===== src/rtl/hazard_scoreboard.sv =====
`default_nettype none
// +----------------------------------------------------------------------------+
// | hazard_scoreboard: per-register RAW/WAW scoreboard driving pipeline stalls |
// | Revision: 1.0                                                              |
// +----------------------------------------------------------------------------+
module hazard_scoreboard #(
  parameter int RF_ADDR_WIDTH   = 5,
  parameter int LAT_WIDTH       = 2,
  parameter int MAX_OUTSTANDING = 4,
  parameter bit STORE_FWD       = 1'b1
) (
  input  logic                          clk,
  input  logic                          rst_n,
  input  logic                          ifidValid,
  input  logic [RF_ADDR_WIDTH-1:0]      ifidRs1,
  input  logic [RF_ADDR_WIDTH-1:0]      ifidRs2,
  input  logic [RF_ADDR_WIDTH-1:0]      ifidRd,
  input  logic                          ifidUsesRs1,
  input  logic                          ifidUsesRs2,
  input  logic                          ifidRegWrite,
  input  logic                          ifidMemWrite,
  input  logic [LAT_WIDTH-1:0]          ifidLat,
  input  logic                          ifidVarLat,
  input  logic                          wbValid,
  input  logic [RF_ADDR_WIDTH-1:0]      wbRd,
  input  logic                          branchOrJump,
  output logic                          stall_n,
  output logic                          flushIdEx,
  output logic                          flushIfIdExMem,
  output logic [2**RF_ADDR_WIDTH-1:0]   busyVec,
  output logic                          sbError
);

  localparam int                   NREG    = 2 ** RF_ADDR_WIDTH;
  localparam int                   OUT_W   = $clog2(MAX_OUTSTANDING + 1);
  localparam logic [OUT_W-1:0]     MAX_OUT = OUT_W'(MAX_OUTSTANDING);
  localparam logic [OUT_W-1:0]     OUT_ONE = OUT_W'(1);
  localparam logic [LAT_WIDTH-1:0] LAT_ONE = LAT_WIDTH'(1);

  logic [NREG-1:0][LAT_WIDTH-1:0] w_cnt;
  logic [NREG-1:0]                w_pend;
  logic [OUT_W-1:0]               r_out_cnt;
  logic                           r_sb_error;

  logic w_wb_rs1, w_wb_rs2, w_wb_rd;
  logic w_haz_rs1, w_haz_rs2_raw, w_store_fwd, w_haz_rs2, w_haz_waw, w_haz_full;
  logic w_stall, w_issue, w_issue_fix, w_issue_var;
  logic w_complete, w_stray, w_ovf, w_unf;

  // A completion in this cycle is visible to ID through the writeback bypass.
  assign w_wb_rs1 = wbValid && (wbRd == ifidRs1);
  assign w_wb_rs2 = wbValid && (wbRd == ifidRs2);
  assign w_wb_rd  = wbValid && (wbRd == ifidRd);

  assign w_haz_rs1 = ifidUsesRs1 && (ifidRs1 != '0) &&
                     ((w_cnt[ifidRs1] != '0) || (w_pend[ifidRs1] && !w_wb_rs1));

  assign w_haz_rs2_raw = ifidUsesRs2 && (ifidRs2 != '0) &&
                         ((w_cnt[ifidRs2] != '0) || (w_pend[ifidRs2] && !w_wb_rs2));

  // Store data is needed only in MEM, so a producer one cycle out is forwarded there.
  assign w_store_fwd = STORE_FWD && ifidMemWrite &&
                       (w_cnt[ifidRs2] == LAT_ONE) && !w_pend[ifidRs2];

  assign w_haz_rs2 = w_haz_rs2_raw && !w_store_fwd;

  assign w_haz_waw = ifidRegWrite && (ifidRd != '0) && w_pend[ifidRd] && !w_wb_rd;

  assign w_haz_full = ifidVarLat && ifidRegWrite && (r_out_cnt == MAX_OUT) && !wbValid;

  assign w_stall = ifidValid && (w_haz_rs1 || w_haz_rs2 || w_haz_waw || w_haz_full);

  always_comb begin
    stall_n        = 1'b1;
    flushIdEx      = 1'b0;
    flushIfIdExMem = 1'b0;
    if (branchOrJump) begin
      stall_n        = 1'b1;
      flushIdEx      = 1'b1;
      flushIfIdExMem = 1'b1;
    end else if (w_stall) begin
      stall_n   = 1'b0;
      flushIdEx = 1'b1;
    end
  end

  assign w_issue     = ifidValid && !w_stall && !branchOrJump && ifidRegWrite && (ifidRd != '0);
  assign w_issue_fix = w_issue && !ifidVarLat;
  assign w_issue_var = w_issue && ifidVarLat;

  assign w_complete = wbValid && (wbRd != '0) &&  w_pend[wbRd];
  assign w_stray    = wbValid && (wbRd != '0) && !w_pend[wbRd];

  generate
    for (genvar gi = 0; gi < NREG; gi++) begin : g_reg
      if (gi == 0) begin : g_x0
        assign w_cnt[gi]  = '0;
        assign w_pend[gi] = 1'b0;
      end else begin : g_trk
        logic [LAT_WIDTH-1:0] r_cnt;
        logic                 r_pend;
        logic                 w_sel_rd;
        logic                 w_sel_wb;

        assign w_sel_rd = (ifidRd == RF_ADDR_WIDTH'(gi));
        assign w_sel_wb = (wbRd   == RF_ADDR_WIDTH'(gi));

        always_ff @(posedge clk or negedge rst_n) begin
          if (!rst_n) begin
            r_cnt  <= '0;
            r_pend <= 1'b0;
          end else begin
            if (w_issue_fix && w_sel_rd) begin
              r_cnt <= ifidLat;
            end else if (r_cnt != '0) begin
              r_cnt <= r_cnt - LAT_ONE;
            end
            // A re-issue to the register completing this cycle keeps it pending.
            if (w_issue_var && w_sel_rd) begin
              r_pend <= 1'b1;
            end else if (w_complete && w_sel_wb) begin
              r_pend <= 1'b0;
            end
          end
        end

        assign w_cnt[gi]  = r_cnt;
        assign w_pend[gi] = r_pend;
      end
    end

    for (genvar gb = 0; gb < NREG; gb++) begin : g_busy
      assign busyVec[gb] = (w_cnt[gb] != '0) || w_pend[gb];
    end
  endgenerate

  assign w_ovf = w_issue_var && !w_complete && (r_out_cnt == MAX_OUT);
  assign w_unf = w_complete && !w_issue_var && (r_out_cnt == '0);

  always_ff @(posedge clk or negedge rst_n) begin
    if (!rst_n) begin
      r_out_cnt  <= '0;
      r_sb_error <= 1'b0;
    end else begin
      if (w_issue_var && !w_complete && !w_ovf) begin
        r_out_cnt <= r_out_cnt + OUT_ONE;
      end else if (w_complete && !w_issue_var && !w_unf) begin
        r_out_cnt <= r_out_cnt - OUT_ONE;
      end
      r_sb_error <= r_sb_error || w_stray || w_ovf || w_unf;
    end
  end

  assign sbError = r_sb_error;

endmodule
`default_nettype wire


===== config.mk =====
export PLATFORM = sky130hd
export DESIGN_NAME = hazard_scoreboard
export DESIGN_NICKNAME = d
export VERILOG_FILES = /design/src/rtl/hazard_scoreboard.sv
export SDC_FILE = /design/constraint.sdc
export NUM_CORES = 1
export LEC_CHECK = 0
export BUFFER_PORTS_ARGS = -buffer_cell sky130_fd_sc_hd__buf_2
export CAP_MARGIN = 20
export CORE_UTILIZATION = 63
export DETAILED_ROUTE_END_ITERATION = 6
export PLACE_DENSITY = 0.82
export SETUP_SLACK_MARGIN = 0.05
export SLEW_MARGIN = 20
export SYNTH_ARGS = -nofsm -noshare
export SYNTH_HDL_FRONTEND = slang
export SYNTH_SLANG_ARGS = --single-unit

===== constraint.sdc =====
create_clock -name clk -period 7.01 [get_ports clk]
set_input_delay 1.0515 -clock clk [delete_from_list [all_inputs] [get_ports clk]]
set_output_delay 1.0515 -clock clk [all_outputs]
set_load 0.01 [all_outputs]

==> flow_summary.json <==
{
  "cp_slowest_cell": "mux4_2",
  "h-tree-depth": 3,
  "post-cts-setup-buffers": 0,
  "worstRegToRegCells": 9,
  "synth_top_area_share": 0.3042,
  "finalHoldViolCount": 0,
  "row_count": 40,
  "overflow": 0,
  "power.density_nw_per_um2": 378.1,
  "first_iter_violations": 1073,
  "cp_common_cell": "buf_2",
  "die_y_um": 114.5,
  "synth.top_cells.by_count": "dfrtp_1 (97), inv_1 (74), mux2_2 (65), o21ai_0 (65), mux4_2 (46)",
  "viasPerCell": 7.047,
  "yosysMostFrequentCell": "dfrtp_1",
  "crit_path_start_kind": "input pin",
  "yosys_warnings": 0,
  "wire_per_inst_um": 25.53,
  "hp-start": "sbError",
  "critPathKind": "input pin to primary output",
  "grt_pass1_wl_um": 39400,
  "numCtsBuffers": 9,
  "holdPathEnd": "sbError",
  "dp.cells": 974,
  "ys_types": 66,
  "grt.met1_usage": 0.5501,
  "vias": 6969,
  "drtPass1Iterations": 6,
  "cap_violations": 0,
  "cts_tree": "built",
  "holdBufCountCts": 0,
  "synth-edff-count": 0,
  "fillCellCount": 930,
  "cp_top_family": "compound AO/OA/AOI/OAI gates",
  "core_um2": 12160,
  "slew_viol_final": 0,
  "r2r_end": "g_reg[24].g_trk.r_cnt[1]",
  "dp_hpwl_um": 18810,
  "crit_buf_inv": 3,
  "p_leak_uw": 0.003521,
  "crit_chain": "buf_2 -> mux4_2 -> nor2b_1 -> o311ai_0 -> a221o_1 -> a211oi_4 -> o211ai_2 -> buf_4 -> a21o_1 -> buf_2",
  "synth-main-ff-cell": "dfrtp_1",
  "path_clk_slew_ns": 0.07,
  "worst_pin_slew_ns": 0.7269,
  "critPathMaxFanout": 34,
  "tns_ns": 0,
  "nets": 881,
  "drtAntennaViolNets": 0,
  "syn_area_per_cell_um2": 10.05,
  "ys_ff_latch": 97,
  "regToRegSetupSlack_ns": 3.25,
  "grt_pass1_vias": 6791,
  "layoutNonFillerInstCount": 989,
  "slew_headroom": 0.5154,
  "synth_top_area_cell": "dfrtp_1",
  "route.detailed.drc": 0,
  "grt_max_degree": 51,
  "hold_depth": 1,
  "start_util": 0.6561,
  "synthArstFlopShare": 1.000,
  "worstSetupEndpointType": "primary output",
  "grt_most_used_layer": "met2",
  "syn_nets": 858,
  "slowest_delay_ns": 0.59,
  "status": "finished, final reports clean",
  "synth_cells": 794,
  "grt_antenna_before_repair": 1,
  "wirelength_um": 25250,
  "grt_util_all_layers": 0.4108,
  "dieArea_um2": 13120,
  "hold_path.class": "flop to flop",
  "synth_area_leaders": "dfrtp_1 (30%), mux4_2 (13%), mux2_2 (9.2%)",
  "antennaDiodeCount": 0,
  "gp_congestion": 0.9882,
  "cp.required_ns": 5.96,
  "grtUsageMet2": 0.6404,
  "finClkSkew_ns": 0.004717,
  "critPathArrivalTime_ns": 4.05,
  "cts_root_buf": "clkbuf_16",
  "use_met3": 0.08417,
  "setup_viol": 0,
  "max_freq_ghz": 0.1959,
  "mappedNetlistArea_um2": 7979,
  "rsz0062_at_grt": "no",
  "fin_crit_ns": 5.105,
  "io_buffers": 66,
  "post_cts_resized": 0,
  "fp.dieW_um": 114.5,
  "rr_startpoint": "g_reg[30].g_trk.r_pend",
  "cts_sinks": 97,
  "areaGrowthSynthToFinish_pct": 7.590,
  "drive_gt1_frac": 0.2704,
  "clk_latency_ns": 0.37,
  "ir_worst_vdd_uv": 262.6,
  "ys_seq_area_frac": 0.3042,
  "ioPinCount": 68,
  "clockBufferDepth": 2,
  "period_share": 0.7282
}
where the power goes:
group | switching (uW) | internal, uW | total, uW
combinational | 800 | 895 | 1690
sequential | 251 | 786 | 1040
clock | 221 | 293 | 514
layout by cell type (no fill, tap or decap), types with 21 or more instances in the layout:
cell type,count
buf_2,65
dfrtp_1,97
ha_1,31
inv_1,74
mux2_2,65
mux2i_1,28
mux4_2,46
nand2_1,42
nand2b_1,36
nand3_1,21
nor3_1,37
o21ai_0,65
xnor2_1,34
registers in the layout, summed over array words and instances, names as in the netlist:
signal          flops
g.g_trk.r_pend     31
sbError             1
r_out_cnt           3
g.g_trk.r_cnt      62
logic make-up (layout without fill, tap and decap cells):
logic type | count (synthesis) | count (layout) | synth area share
simple gates | 198 | 198 | 0.1425
buf+inv | 130 | 157 | 0.06602
fa+ha+maj | 32 | 32 | 0.05112
mux | 143 | 143 | 0.2642
flops | 97 | 97 | 0.3042
other cells | 1 | 1 | 0.0004700
xor+xnor | 46 | 46 | 0.05049
compound gates | 147 | 147 | 0.1209
worst max path at each step:
stage,from,end,slack (ns),depth (start not counted)
after floorplan,ifidRs2[0],flushIdEx,2.59,8
after global routing,ifidRs1[0],flushIdEx,1.79,11
after global placement,ifidRs1[1],flushIdEx,2.10,10
after detailed placement,ifidRs1[0],flushIdEx,1.99,10
final,ifidRs1[0],flushIdEx,1.91,10
after CTS,ifidRs1[0],flushIdEx,1.98,10
cell type report:
class / instances / area, um2 / area share
Clock inverter: 3 / 40.04 / 0.004664
Timing Repair Buffer: 68 / 347.8 / 0.04052
Multi-Input combinational cell: 567 / 5025 / 0.5853
Clock buffer: 12 / 256.5 / 0.02988
Sequential cell: 97 / 2427 / 0.2828
Inverter: 74 / 277.8 / 0.03236
Tap cell: 168 / 210.2 / 0.02449
through the flow:
stage / total power (uW) / setup WS [ns] / utilization / hold WS [ns] / area, um2
6_report: 3246 / 1.905 / 0.7059 / 0.5015 / 8584
5_1_grt: 3472 / 1.788 / 0.7059 / 0.5130 / 8584
4_1_cts: 3232 / 1.975 / 0.7059 / 0.5038 / 8584
3_5_place_dp: 2705 / 1.986 / 0.6815 / 0.4892 / 8288
3_3_place_gp: 2581 / 2.095 / 0.6815 / 0.4854 / 8288
2_1_floorplan: 2249 / 2.593 / - / 0.5175 / 7979
metal layers:
| metal | part of all wire | wire length [um] | vias up |
|---|---|---|---|
| met5 | 0 | 0 | - |
| met4 | 0.049 | 1242 | 0 |
| met3 | 0.11 | 2838 | 113 |
| met2 | 0.46 | 11740 | 487 |
| met1 | 0.37 | 9434 | 3417 |
| li1 | - | - | 2952 |
(Power assumes the default switching activity.)
